$ cat src/rtl/mem_responder_if.sv
// Request/response bundle between the memory stage and the multi-cycle data memory.
interface mem_responder_if;
  logic        enable;
  logic        wr;
  logic [15:0] addr;
  logic [15:0] data_in;
  logic [15:0] data_out;
  logic        stall;
  logic        done;
  logic        err;

  modport master (
    output enable, wr, addr, data_in,
    input  data_out, stall, done, err
  );

  modport slave (
    input  enable, wr, addr, data_in,
    output data_out, stall, done, err
  );
endinterface

$ cat src/rtl/mem_responder.sv
// Multi-cycle word-addressed data memory with a fixed service latency and
// a stall/done handshake; misaligned requests complete immediately with err.
module mem_responder #(
  parameter int DEPTH_LOG2 = 6,
  parameter int LAT        = 2
) (
  input  logic            clk,
  input  logic            rst_n,
  mem_responder_if.slave  bus_io
);

  localparam int          Depth = 2 ** DEPTH_LOG2;
  localparam logic [3:0]  LatM1 = 4'(LAT - 1);

  typedef enum logic [1:0] {IDLE, BUSY, DONE} state_e;

  state_e                  state_q, state_d;
  logic [3:0]              cnt_q, cnt_d;
  logic [DEPTH_LOG2-1:0]   idx_q, idx_d;
  logic                    wr_q, wr_d;
  logic [15:0]             wdata_q, wdata_d;
  logic [15:0]             data_out_q, data_out_d;
  logic                    stall_q, stall_d;
  logic                    done_q, done_d;
  logic                    err_q, err_d;
  logic                    memWe;
  logic [15:0]             mem_q [Depth];

  always_ff @(posedge clk or negedge rst_n) begin
    if (!rst_n) begin
      state_q    <= IDLE;
      cnt_q      <= '0;
      idx_q      <= '0;
      wr_q       <= 1'b0;
      wdata_q    <= '0;
      data_out_q <= '0;
      stall_q    <= 1'b0;
      done_q     <= 1'b0;
      err_q      <= 1'b0;
    end else begin
      state_q    <= state_d;
      cnt_q      <= cnt_d;
      idx_q      <= idx_d;
      wr_q       <= wr_d;
      wdata_q    <= wdata_d;
      data_out_q <= data_out_d;
      stall_q    <= stall_d;
      done_q     <= done_d;
      err_q      <= err_d;
    end
  end

  // Outputs are computed for the state being entered so they appear registered.
  always_comb begin
    state_d    = state_q;
    cnt_d      = cnt_q;
    idx_d      = idx_q;
    wr_d       = wr_q;
    wdata_d    = wdata_q;
    data_out_d = data_out_q;
    stall_d    = 1'b0;
    done_d     = 1'b0;
    err_d      = 1'b0;
    memWe      = 1'b0;

    unique case (state_q)
      IDLE: begin
        if (bus_io.enable) begin
          if (bus_io.addr[0]) begin
            done_d  = 1'b1;
            err_d   = 1'b1;
            state_d = DONE;
          end else begin
            idx_d   = bus_io.addr[DEPTH_LOG2:1];
            wr_d    = bus_io.wr;
            wdata_d = bus_io.data_in;
            cnt_d   = LatM1;
            stall_d = 1'b1;
            state_d = BUSY;
          end
        end
      end
      BUSY: begin
        if (cnt_q != 4'd0) begin
          cnt_d   = cnt_q - 4'd1;
          stall_d = 1'b1;
        end else begin
          if (wr_q) begin
            memWe = 1'b1;
          end else begin
            data_out_d = mem_q[idx_q];
          end
          done_d  = 1'b1;
          state_d = DONE;
        end
      end
      DONE: begin
        state_d = IDLE;
      end
      default: begin
        state_d = IDLE;
      end
    endcase
  end

  // A reset during BUSY never reaches the write strobe, so no partial store.
  always_ff @(posedge clk or negedge rst_n) begin
    if (!rst_n) begin
      for (int i = 0; i < Depth; i++) begin
        mem_q[i] <= '0;
      end
    end else if (memWe) begin
      mem_q[idx_q] <= wdata_q;
    end
  end

  assign bus_io.data_out = data_out_q;
  assign bus_io.stall    = stall_q;
  assign bus_io.done     = done_q;
  assign bus_io.err      = err_q;

endmodule

$ cat src/flat_wrapper.sv
// flat-port wrapper written by rule: the top's interface ports become plain ports
module mem_responder_flat 
#(
  parameter int DEPTH_LOG2 = 6,
  parameter int LAT        = 2
)
  (clk, rst_n, bus_io_enable, bus_io_wr, bus_io_addr, bus_io_data_in, bus_io_data_out, bus_io_stall, bus_io_done, bus_io_err);
  mem_responder_if bus_io_i ();
  input  logic clk;
  input  logic rst_n;
  input wire logic [$bits(bus_io_i.enable)-1:0] bus_io_enable;
  input wire logic [$bits(bus_io_i.wr)-1:0] bus_io_wr;
  input wire logic [$bits(bus_io_i.addr)-1:0] bus_io_addr;
  input wire logic [$bits(bus_io_i.data_in)-1:0] bus_io_data_in;
  output wire logic [$bits(bus_io_i.data_out)-1:0] bus_io_data_out;
  output wire logic [$bits(bus_io_i.stall)-1:0] bus_io_stall;
  output wire logic [$bits(bus_io_i.done)-1:0] bus_io_done;
  output wire logic [$bits(bus_io_i.err)-1:0] bus_io_err;
  assign bus_io_i.enable = bus_io_enable;
  assign bus_io_i.wr = bus_io_wr;
  assign bus_io_i.addr = bus_io_addr;
  assign bus_io_i.data_in = bus_io_data_in;
  assign bus_io_data_out = bus_io_i.data_out;
  assign bus_io_stall = bus_io_i.stall;
  assign bus_io_done = bus_io_i.done;
  assign bus_io_err = bus_io_i.err;
  mem_responder #(.DEPTH_LOG2(DEPTH_LOG2), .LAT(LAT)) u_core (.clk(clk), .rst_n(rst_n), .bus_io(bus_io_i));
endmodule
$ cat config.mk
export PLATFORM = sky130hd
export DESIGN_NAME = mem_responder_flat
export DESIGN_NICKNAME = d
export VERILOG_FILES = /design/src/rtl/mem_responder_if.sv /design/src/rtl/mem_responder.sv /design/src/flat_wrapper.sv
export SDC_FILE = /design/constraint.sdc
export NUM_CORES = 1
export LEC_CHECK = 0
export BUFFER_PORTS_ARGS = -buffer_cell sky130_fd_sc_hd__buf_2
export CORE_UTILIZATION = 68
export CTS_CLUSTER_DIAMETER = 120
export DETAILED_ROUTE_END_ITERATION = 16
export MAX_ROUTING_LAYER = met4
export PLACE_DENSITY = 0.85
export RECOVER_POWER = 100
export SKIP_CTS_REPAIR_TIMING = 1
export SYNTH_ARGS = -nofsm -noshare
export SYNTH_HDL_FRONTEND = slang
export SYNTH_SLANG_ARGS = --single-unit
export TNS_END_PERCENT = 30
$ cat constraint.sdc
create_clock -name clk -period 4.09 [get_ports clk]
set_clock_uncertainty 0.2 [all_clocks]
set_input_delay 0.409 -clock clk [delete_from_list [all_inputs] [get_ports clk]]
set_output_delay 0.409 -clock clk [all_outputs]
set_load 0.05 [all_outputs]
Yosys cells after proc, flatten, opt, wreduce, memory -nomap -nowiden
Cells that the tools add are included.

storage, ports and cells
  register bits = 1072
  output and inout port bits = 19
  logic and storage cells = 119

operators by class
  $add $sub $neg = 1
  magnitude comparators = 2
  equality and inequality tests = 5
  mux-type cells = 26
  bitwise logic cells = 4
  reduce and logical (&&, ||, !) cells = 8

operators by type and width
  cell                                                                     count
  1024-bit bitwise mux                                                     1
  16-bit binary-select mux with 6-bit select                               1
  16-bit demux with 6-bit select                                           1
  16-bit two-way mux                                                       3
  4-bit two-way mux                                                        3
  1-bit two-way mux                                                        10
  4-bit one-hot mux with 2 select lines                                    1
  7-bit greater-or-equal comparator, second input constant                 1
  7-bit by 1-bit < comparator with 1-bit output, second input constant     1
  6-bit NOT with 7-bit output                                              1
  2-bit two-way mux                                                        3
  2-bit inequality test, second input constant                             3
  3-bit AND reduction                                                      2
  1-bit one-hot mux with 2 select lines                                    2
  2-bit one-hot mux with 2 select lines                                    1
  4-bit AND reduction                                                      1
  4-bit nonzero test                                                       1
  4-bit by 1-bit subtractor with 4-bit output, second input constant       1
  1-bit NOT                                                                3
  2-bit by 1-bit equality test with 1-bit output, second input constant    1
  2-bit logical NOT                                                        1
  2-bit by 1-bit inequality test with 1-bit output, second input constant  1
  2-bit AND reduction                                                      1
  2-bit nonzero test                                                       1
  1-bit logical AND                                                        1

Logic depth before layout (Yosys ltp)
Gate-level depths: netlist of run 1.

  depth in word-level cells = 6
  mapped depth = 11

Least setup slack after synthesis of run 1
No wires, ideal clock.

  path type = reg-to-reg
  from = register u_core.cnt_q[0]
  to = register u_core.mem_q[709] (netlist bit)
  setup time = 125 ps
  arrival time = 2170 ps
  slack = 1595 ps
  cell stages (with the launch flop) = 10
  cells stage by stage = dfrtp_1 inv_1 ha_1 nor3b_4 and3_1 buf_4 nand2_2 nor2_2 buf_4 mux2_2

on the way
  longest elaborated chain between the ends = 3

ends and longest elaborated chain
  element                         RTL line              RTL
  start: declaration              mem_responder.sv:18   logic [3:0] cnt_q, cnt_d;
  start signal: assignment        mem_responder.sv:42   cnt_q <= cnt_d;
  4-bit nonzero test              mem_responder.sv:84   if (cnt_q != 4'd0) begin
  1-bit two-way mux               mem_responder.sv:84
  1-bit two-way mux               mem_responder.sv:66   unique case (state_q)
  end signal: indexed assignment  mem_responder.sv:113  mem_q[idx_q] <= wdata_q;
  end: declaration                mem_responder.sv:27   logic [15:0] mem_q [Depth];

Every way passes these cells.
A chain may end at the register's enable or synchronous reset.

Final worst setup path of run 1
  from = register u_core.idx_q[1]
  to = register u_core.data_out_q[1] (netlist: u_core.bus_io.data_out[1])

on the way
  longest elaborated chain between the ends = 4

ends and longest elaborated chain
  element                                                RTL line             RTL
  start: declaration                                     mem_responder.sv:19  logic [DEPTH_LOG2-1:0] idx_q, idx_d;
  start signal: assignment                               mem_responder.sv:43  idx_q <= idx_d;
  6-bit NOT with 7-bit output (implied by the code)      mem_responder.sv:91  data_out_d = mem_q[idx_q];
  16-bit binary-select mux with 6-bit select             mem_responder.sv:91
  16-bit two-way mux (implied by the code) (2 in a row)  mem_responder.sv:91
  end signal: assignment                                 mem_responder.sv:46  data_out_q <= data_out_d;
  end: declaration                                       mem_responder.sv:22  logic [15:0] data_out_q, data_out_d;

Every way passes these cells. The select of a mux whose other input is x is not followed.

==> impl_metrics.json, run 1 <==
{
  "grt_pass1_wl_um": 208300,
  "synthAdderAreaFrac_pct": 0.02566,
  "synthCells": 3362,
  "async_flop_share_pct": 100.0,
  "power_leakage_nw": 25.75,
  "synth_top_family_by_area": "multiplexers",
  "numPortBuffers": 45,
  "gp_congestion": 0.9743,
  "regToRegStartpoint": "u_core.idx_q[1]",
  "wl_um": 137900,
  "die-area_mm2": 0.07278,
  "finalHoldViolations": 0,
  "clock_latency_ns": 0.67,
  "synth_cell_types": 61,
  "path_class": "flip-flop to flip-flop",
  "synth_compound_area_share_pct": 5.599,
  "synth_xor_area_share_pct": 0.03593,
  "ys_top_cells_by_area": "dfrtp_1 (55%), mux2_2 (25%), mux4_2 (4.9%)",
  "dr.first_iter.drc_count": 3885,
  "clock_sinks": 1072,
  "ys.flop_type": "dfrtp_1",
  "peakVddDrop_mv": 1.114,
  "cts_tree": "done",
  "rsz0062_at_grt": "no",
  "status": "finished with violations",
  "path_clk_slew_ns": 0.06,
  "cp-start-kind": "flip-flop",
  "synth_top_area_cell": "dfrtp_1",
  "grt_max_degree": 143,
  "cts_buffer_depth": 3,
  "finalCritPeriodShare_pct": 94.26,
  "route.detailed.drc": 0,
  "arrival_ns": 4.20,
  "synth_edf_count": 0,
  "relSlewSlack_pct": -31.91,
  "synth_fp_nets": 3399,
  "post-dp-hpwl_um": 84970,
  "r2r-end": "u_core.bus_io.data_out[1]",
  "track_usage_pct": 39.51,
  "antenna_found_initial": 7,
  "cts_root_buf": "clkbuf_16",
  "fin_nets": 3426,
  "r2r_setup_slack_ns": 0.23,
  "total_power_mw": 32.51,
  "initial_core_util_pct": 69.15,
  "min_period_ns": 3.855,
  "setup_viol_count_final": 0,
  "die_h_um": 269.8,
  "htreeDepth": 3,
  "ys_warn_count": 0,
  "num_vias": 31473,
  "synth_seq_cells": 1072,
  "rows": 97,
  "maxCapViolCount": 9,
  "violations": "max-capacitance violations, max-slew violations",
  "powerDensity_mw_per_mm2": 606.3,
  "via_per_inst": 7.111,
  "syn_area_per_cell_um2": 14.50,
  "end_kind": "flip-flop",
  "io_pins": 55,
  "synth-simple-area-share_pct": 3.072,
  "grt_pass1_vias": 33004,
  "chipWidth_um": 269.8,
  "placeableCoreArea_mm2": 0.07051,
  "finalMaxSlewViolations": 563,
  "critPathRequiredTime_ns": 4.44,
  "syn2layout_area_growth_pct": 9.959,
  "yosys.area.top_type_share_pct": 55.02,
  "cts_buffers": 107,
  "max_freq_mhz": 259.4,
  "crit_fanout": 28,
  "seq_area_frac_synth_pct": 55.02,
  "finalSetupTns_ns": 0,
  "synth_mux_area_share_pct": 33.01,
  "r2r_cells": 7,
  "holdCritPathClass": "primary input to async pin",
  "drive_gt1_share_pct": 45.82,
  "wl_per_cell_um": 31.15,
  "grt.overflow.total": 0,
  "syn_area_mm2": 0.04876,
  "tightestPinTransition_ns": 1.979,
  "drt.antenna.violating_nets": 0,
  "drtPass1Iterations": 8
}
## layer usage
layer,share of wire (%),global-route usage (%),vias up
met5,0,-,-
met4,5.3,18.71,0
met3,11,11.18,484
met2,46,58.54,1893
met1,38,50.71,16561
li1,-,-,12535
## cells in the mapped netlist (all sizes together) (4+ instances only)
| library cell | n |
|---|---|
| mux2 | 1074 |
| dfrtp | 1072 |
| buf | 166 |
| mux2i | 159 |
| clkbuf | 150 |
| nor2 | 122 |
| a221oi | 116 |
| mux4 | 107 |
| a22oi | 61 |
| o21ai | 52 |
| nand2 | 46 |
| o22ai | 37 |
| a21oi | 33 |
| nand3 | 29 |
| a31oi | 13 |
| o22a | 13 |
| nor2b | 9 |
| nor3 | 8 |
| nand4 | 7 |
| a22o | 6 |
| and3 | 6 |
| nand2b | 6 |
| and2 | 5 |
| inv | 5 |
| o221ai | 5 |
| o32a | 5 |
| a211oi | 4 |
| a221o | 4 |
| o211ai | 4 |
| o2bb2ai | 4 |
## metrics by stage
step	hold WS [ns]	area (um2)	utilization, %	cells	setup WS [ns]
after floorplan	-0.08659	48760	-	3362	1.595
after global placement	0.2823	50140	71.11	4193	0.7284
after detailed placement	0.2904	50140	71.11	4193	0.7367
after CTS	-0.3802	53650	76.09	4390	0.6634
after global routing	0.2409	53610	76.02	4423	0.2720
final	0.1694	53610	76.03	4426	0.2347
## power by group
group	leakage, nW	switching, mW	total (mW)	internal (mW)
clock	1.75	4.09	9.79	5.69
combinational	9.15	6.32	9.45	3.14
sequential	14.9	1.67	13.3	11.6
## worst max-delay path: stages (launching register included)
cell and delay [ns]:
dfrtp_4 0.73, nor2b_2 0.95, clkbuf_1 0.28, clkbuf_2 0.46, a221oi_1 0.17, o21ai_0 0.21, nand4_1 0.41, o22a_1 0.29
## sequential cells by signal (all words and copies together) (netlist names)
register                flops
u_core.bus_io.data_out     16
u_core.bus_io.done          1
u_core.bus_io.err           1
u_core.bus_io.stall         1
u_core.cnt_q                4
u_core.idx_q                6
u_core.mem_q             1024
u_core.state_q              2
u_core.wdata_q             16
u_core.wr_q                 1
## cell type report
class | count | area (um2)
Antenna cell | 9 | 22.52
Clock buffer | 162 | 3199
Clock inverter | 35 | 314.1
Fill cell | 3985 | 16900
Inverter | 5 | 18.77
Multi-Input combinational cell | 1969 | 20280
Sequential cell | 1072 | 26860
Tap cell | 940 | 1176
Timing Repair Buffer | 234 | 1747
## kinds of logic after synthesis
logic type                 Yosys count
AOI/OAI and AO/OA                  371
and+or+nand+nor                    255
xor gates and xnor gates             2
adders and majority gates            1
muxes                             1340
DFF                               1072
buffers and inverters              321
## layout by cell type, fill, tap and decap left out, types with 5 or more instances in the layout
master,netlist,final
a22o_1,6,6
nand2b_1,6,6
clkinv_2,0,26
dfrtp_1,1072,1053
mux2_1,0,9
a31oi_1,13,13
clkbuf_1,150,70
buf_12,0,15
and3_1,6,6
clkbuf_16,0,111
clkbuf_2,0,21
diode_2,0,9
o22a_1,13,13
dfrtp_2,0,16
o32a_1,5,5
nor2_4,17,16
o221ai_1,5,5
o22ai_1,37,37
mux4_2,107,107
nand3_1,24,27
o21ai_0,52,52
a22oi_1,61,61
nand2_2,7,7
clkbuf_8,0,23
mux2i_1,159,159
a21oi_1,33,33
nor2_2,45,28
buf_4,61,101
mux2_2,1074,1065
nand2_1,37,38
nand4_1,7,7
a221oi_1,116,116
nor2_1,60,78
dlygate4sd3_1,0,27
buf_2,92,25
bufinv_16,0,5
nor3_1,7,7
and2_1,5,5
## worst max path at each step
stage / startpoint / endpoint / slack [ns] / cells past startpoint
finish: u_core.idx_q[1] / u_core.bus_io.data_out[1] / 0.23 / 7
CTS: u_core.idx_q[1] / u_core.bus_io.data_out[13] / 0.66 / 9
global placement: u_core.idx_q[1] / u_core.bus_io.data_out[15] / 0.73 / 7
global route: u_core.idx_q[1] / u_core.bus_io.data_out[13] / 0.27 / 9
floorplan: u_core.cnt_q[0] / u_core.mem_q[709] / 1.59 / 9
detailed placement: u_core.idx_q[1] / u_core.bus_io.data_out[4] / 0.74 / 8
Power figures use the tool's default switching activity.
==> run 2: changes to the inputs <==
--- a/config.mk
+++ b/config.mk
@@ -5,9 +5,10 @@
 export SDC_FILE = /design/constraint.sdc
 export NUM_CORES = 1
 export LEC_CHECK = 0
-export BUFFER_PORTS_ARGS = -buffer_cell sky130_fd_sc_hd__buf_2
+export BUFFER_PORTS_ARGS = -buffer_cell sky130_fd_sc_hd__clkbuf_2
+export CORE_ASPECT_RATIO = 0.6
 export CORE_UTILIZATION = 68
-export CTS_CLUSTER_DIAMETER = 120
+export CTS_CLUSTER_DIAMETER = 80
 export DETAILED_ROUTE_END_ITERATION = 16
 export MAX_ROUTING_LAYER = met4
 export PLACE_DENSITY = 0.85
==> impl_metrics.json, run 2 (synthesis gave the netlist of run 1 again) <==
{
  "violations": "max-capacitance violations, max-slew violations",
  "status": "finished with violations",
  "cts_root_buf": "clkbuf_16",
  "tightestPinTransition_ns": 2.659,
  "total_power_mw": 32.44,
  "cts_buffers": 95,
  "maxCapViolCount": 14,
  "powerDensity_mw_per_mm2": 605.2,
  "clock_latency_ns": 0.67,
  "route.detailed.drc": 0,
  "layout_common_cells": "mux2_2 (1067), dfrtp_1 (1053), mux2i_1 (159)",
  "htreeDepth": 3,
  "grt_pass1_vias": 33162,
  "wl_per_cell_um": 32.85,
  "finalCritPeriodShare_pct": 92.60,
  "rsz0062_at_grt": "no",
  "io_pins": 55,
  "arrival_ns": 4.13,
  "peakVddDrop_mv": 0.5695,
  "rows": 75,
  "power_leakage_nw": 25.83,
  "drtPass1Iterations": 5,
  "chipWidth_um": 347.7,
  "relSlewSlack_pct": -77.26,
  "syn2layout_area_growth_pct": 9.936,
  "cts_tree": "done",
  "regToRegStartpoint": "u_core.cnt_q[0]",
  "drive_gt1_share_pct": 46.08,
  "end_kind": "flip-flop",
  "setup_viol_count_final": 0,
  "cpPeakStageDelay_ns": 0.63,
  "min_period_ns": 3.787,
  "via_per_inst": 7.199,
  "antenna_found_initial": 10,
  "largest_reg_flops": 1024,
  "max_freq_mhz": 264.0,
  "critPathRequiredTime_ns": 4.43,
  "drt.antenna.violating_nets": 0,
  "fin_util_pct": 76.16,
  "gp_congestion": 1.026,
  "crit_fanout": 13,
  "die-area_mm2": 0.07281,
  "r2r-end": "u_core.mem_q[73]",
  "wl_um": 145600,
  "regMostFlops": "u_core.mem_q",
  "finalSetupTns_ns": 0,
  "numPortBuffers": 45,
  "crit_chain": "inv_1, ha_1, nor3b_1, and3_1, nand2_2, nor2_1, buf_12, mux2_2",
  "crit_slowest_cell": "and3_1",
  "clock_sinks": 1072,
  "grt.overflow.total": 0,
  "holdCritPathClass": "primary input to async pin",
  "layout_commonest_cell": "mux2_2",
  "dr.first_iter.drc_count": 3688,
  "multiInputGateArea_mm2": 0.02026,
  "cts_buffer_depth": 3,
  "path_class": "flip-flop to flip-flop",
  "num-fill-cells": 4177,
  "r2r_cells": 8,
  "cp-start-kind": "flip-flop",
  "holdWs_ns": 0.2043,
  "finalHoldViolations": 0,
  "post-dp-hpwl_um": 92610,
  "grt_max_degree": 97,
  "r2r_setup_slack_ns": 0.30,
  "grt_pass1_wl_um": 217700,
  "initial_core_util_pct": 69.28,
  "track_usage_pct": 42.11,
  "finalMaxSlewViolations": 701,
  "path_clk_slew_ns": 0.07,
  "fin_nets": 3465,
  "num_vias": 31904,
  "die_h_um": 209.4,
  "layout.area.seq_mm2": 0.02686,
  "placeableCoreArea_mm2": 0.07038
}
## run 2: cell count changes in the layout (fill, tap and decap cells not counted), moves of 3 or more
| cell | before | now |
|---|---|---|
| buf_12 | 15 | 20 |
| buf_2 | 25 | 0 |
| buf_4 | 101 | 118 |
| bufinv_16 | 5 | 8 |
| clkbuf_1 | 70 | 59 |
| clkbuf_16 | 111 | 97 |
| clkbuf_2 | 21 | 76 |
| clkinv_2 | 26 | 19 |
| inv_6 | 3 | 0 |
| nor2_1 | 78 | 94 |
| nor2_2 | 28 | 14 |
## run 2: worst max-delay path by stage
stage,slack (ns),to,cells after the start,from
6_report,0.30,u_core.mem_q[73],8,u_core.cnt_q[0]
5_1_grt,0.23,u_core.bus_io.data_out[1],6,u_core.idx_q[0]
4_1_cts,0.57,u_core.bus_io.data_out[10],8,u_core.idx_q[0]
3_5_place_dp,0.58,u_core.bus_io.data_out[10],8,u_core.idx_q[0]
3_3_place_gp,0.64,u_core.bus_io.data_out[10],8,u_core.idx_q[0]
2_1_floorplan,1.59,u_core.mem_q[709],9,u_core.cnt_q[0]
## run 2: report_power, final
part	leakage, nW	internal [mW]	switching [mW]
logic	9.41	3.26	6.77
registers	14.9	11.6	1.54
clock network	1.57	5.26	4.02
total	25.8	20.1	12.3
## run 2: area by class of cell
type / instances / share of cell area, %
antenna: 10 / 0.04668
clock buffer: 137 / 5.238
clock inverter: 30 / 0.6699
inverter: 5 / 0.03501
multi-input combinational: 1969 / 37.79
sequential: 1072 / 50.10
tap: 924 / 2.157
timing repair buffer: 285 / 3.959
## run 2: critical path, delay by kind of cell (launching register included)
kind	cells	cell delay, ns
buffers and inverters	2	0.32
flip-flops	1	0.42
adder cells (fa/ha/maj)	1	0.16
AND/OR/NAND/NOR	4	2.18
multiplexers	1	0.35
## run 2: through the flow
stage / worst slack [ns] / cell area, um2 / std cells
6_report: 0.3026 / 53600 / 4432
5_1_grt: 0.2312 / 53600 / 4430
4_1_cts: 0.5738 / 53770 / 4395
3_5_place_dp: 0.5792 / 50600 / 4228
3_3_place_gp: 0.6434 / 50600 / 4228
2_1_floorplan: 1.595 / 48760 / 3362
## run 2: per-layer routing
metal  part of all wire, %  track usage, %
met5                     0               -
met4                   4.8           17.96
met3                    12           13.24
met2                    44           59.26
met1                    39           56.96
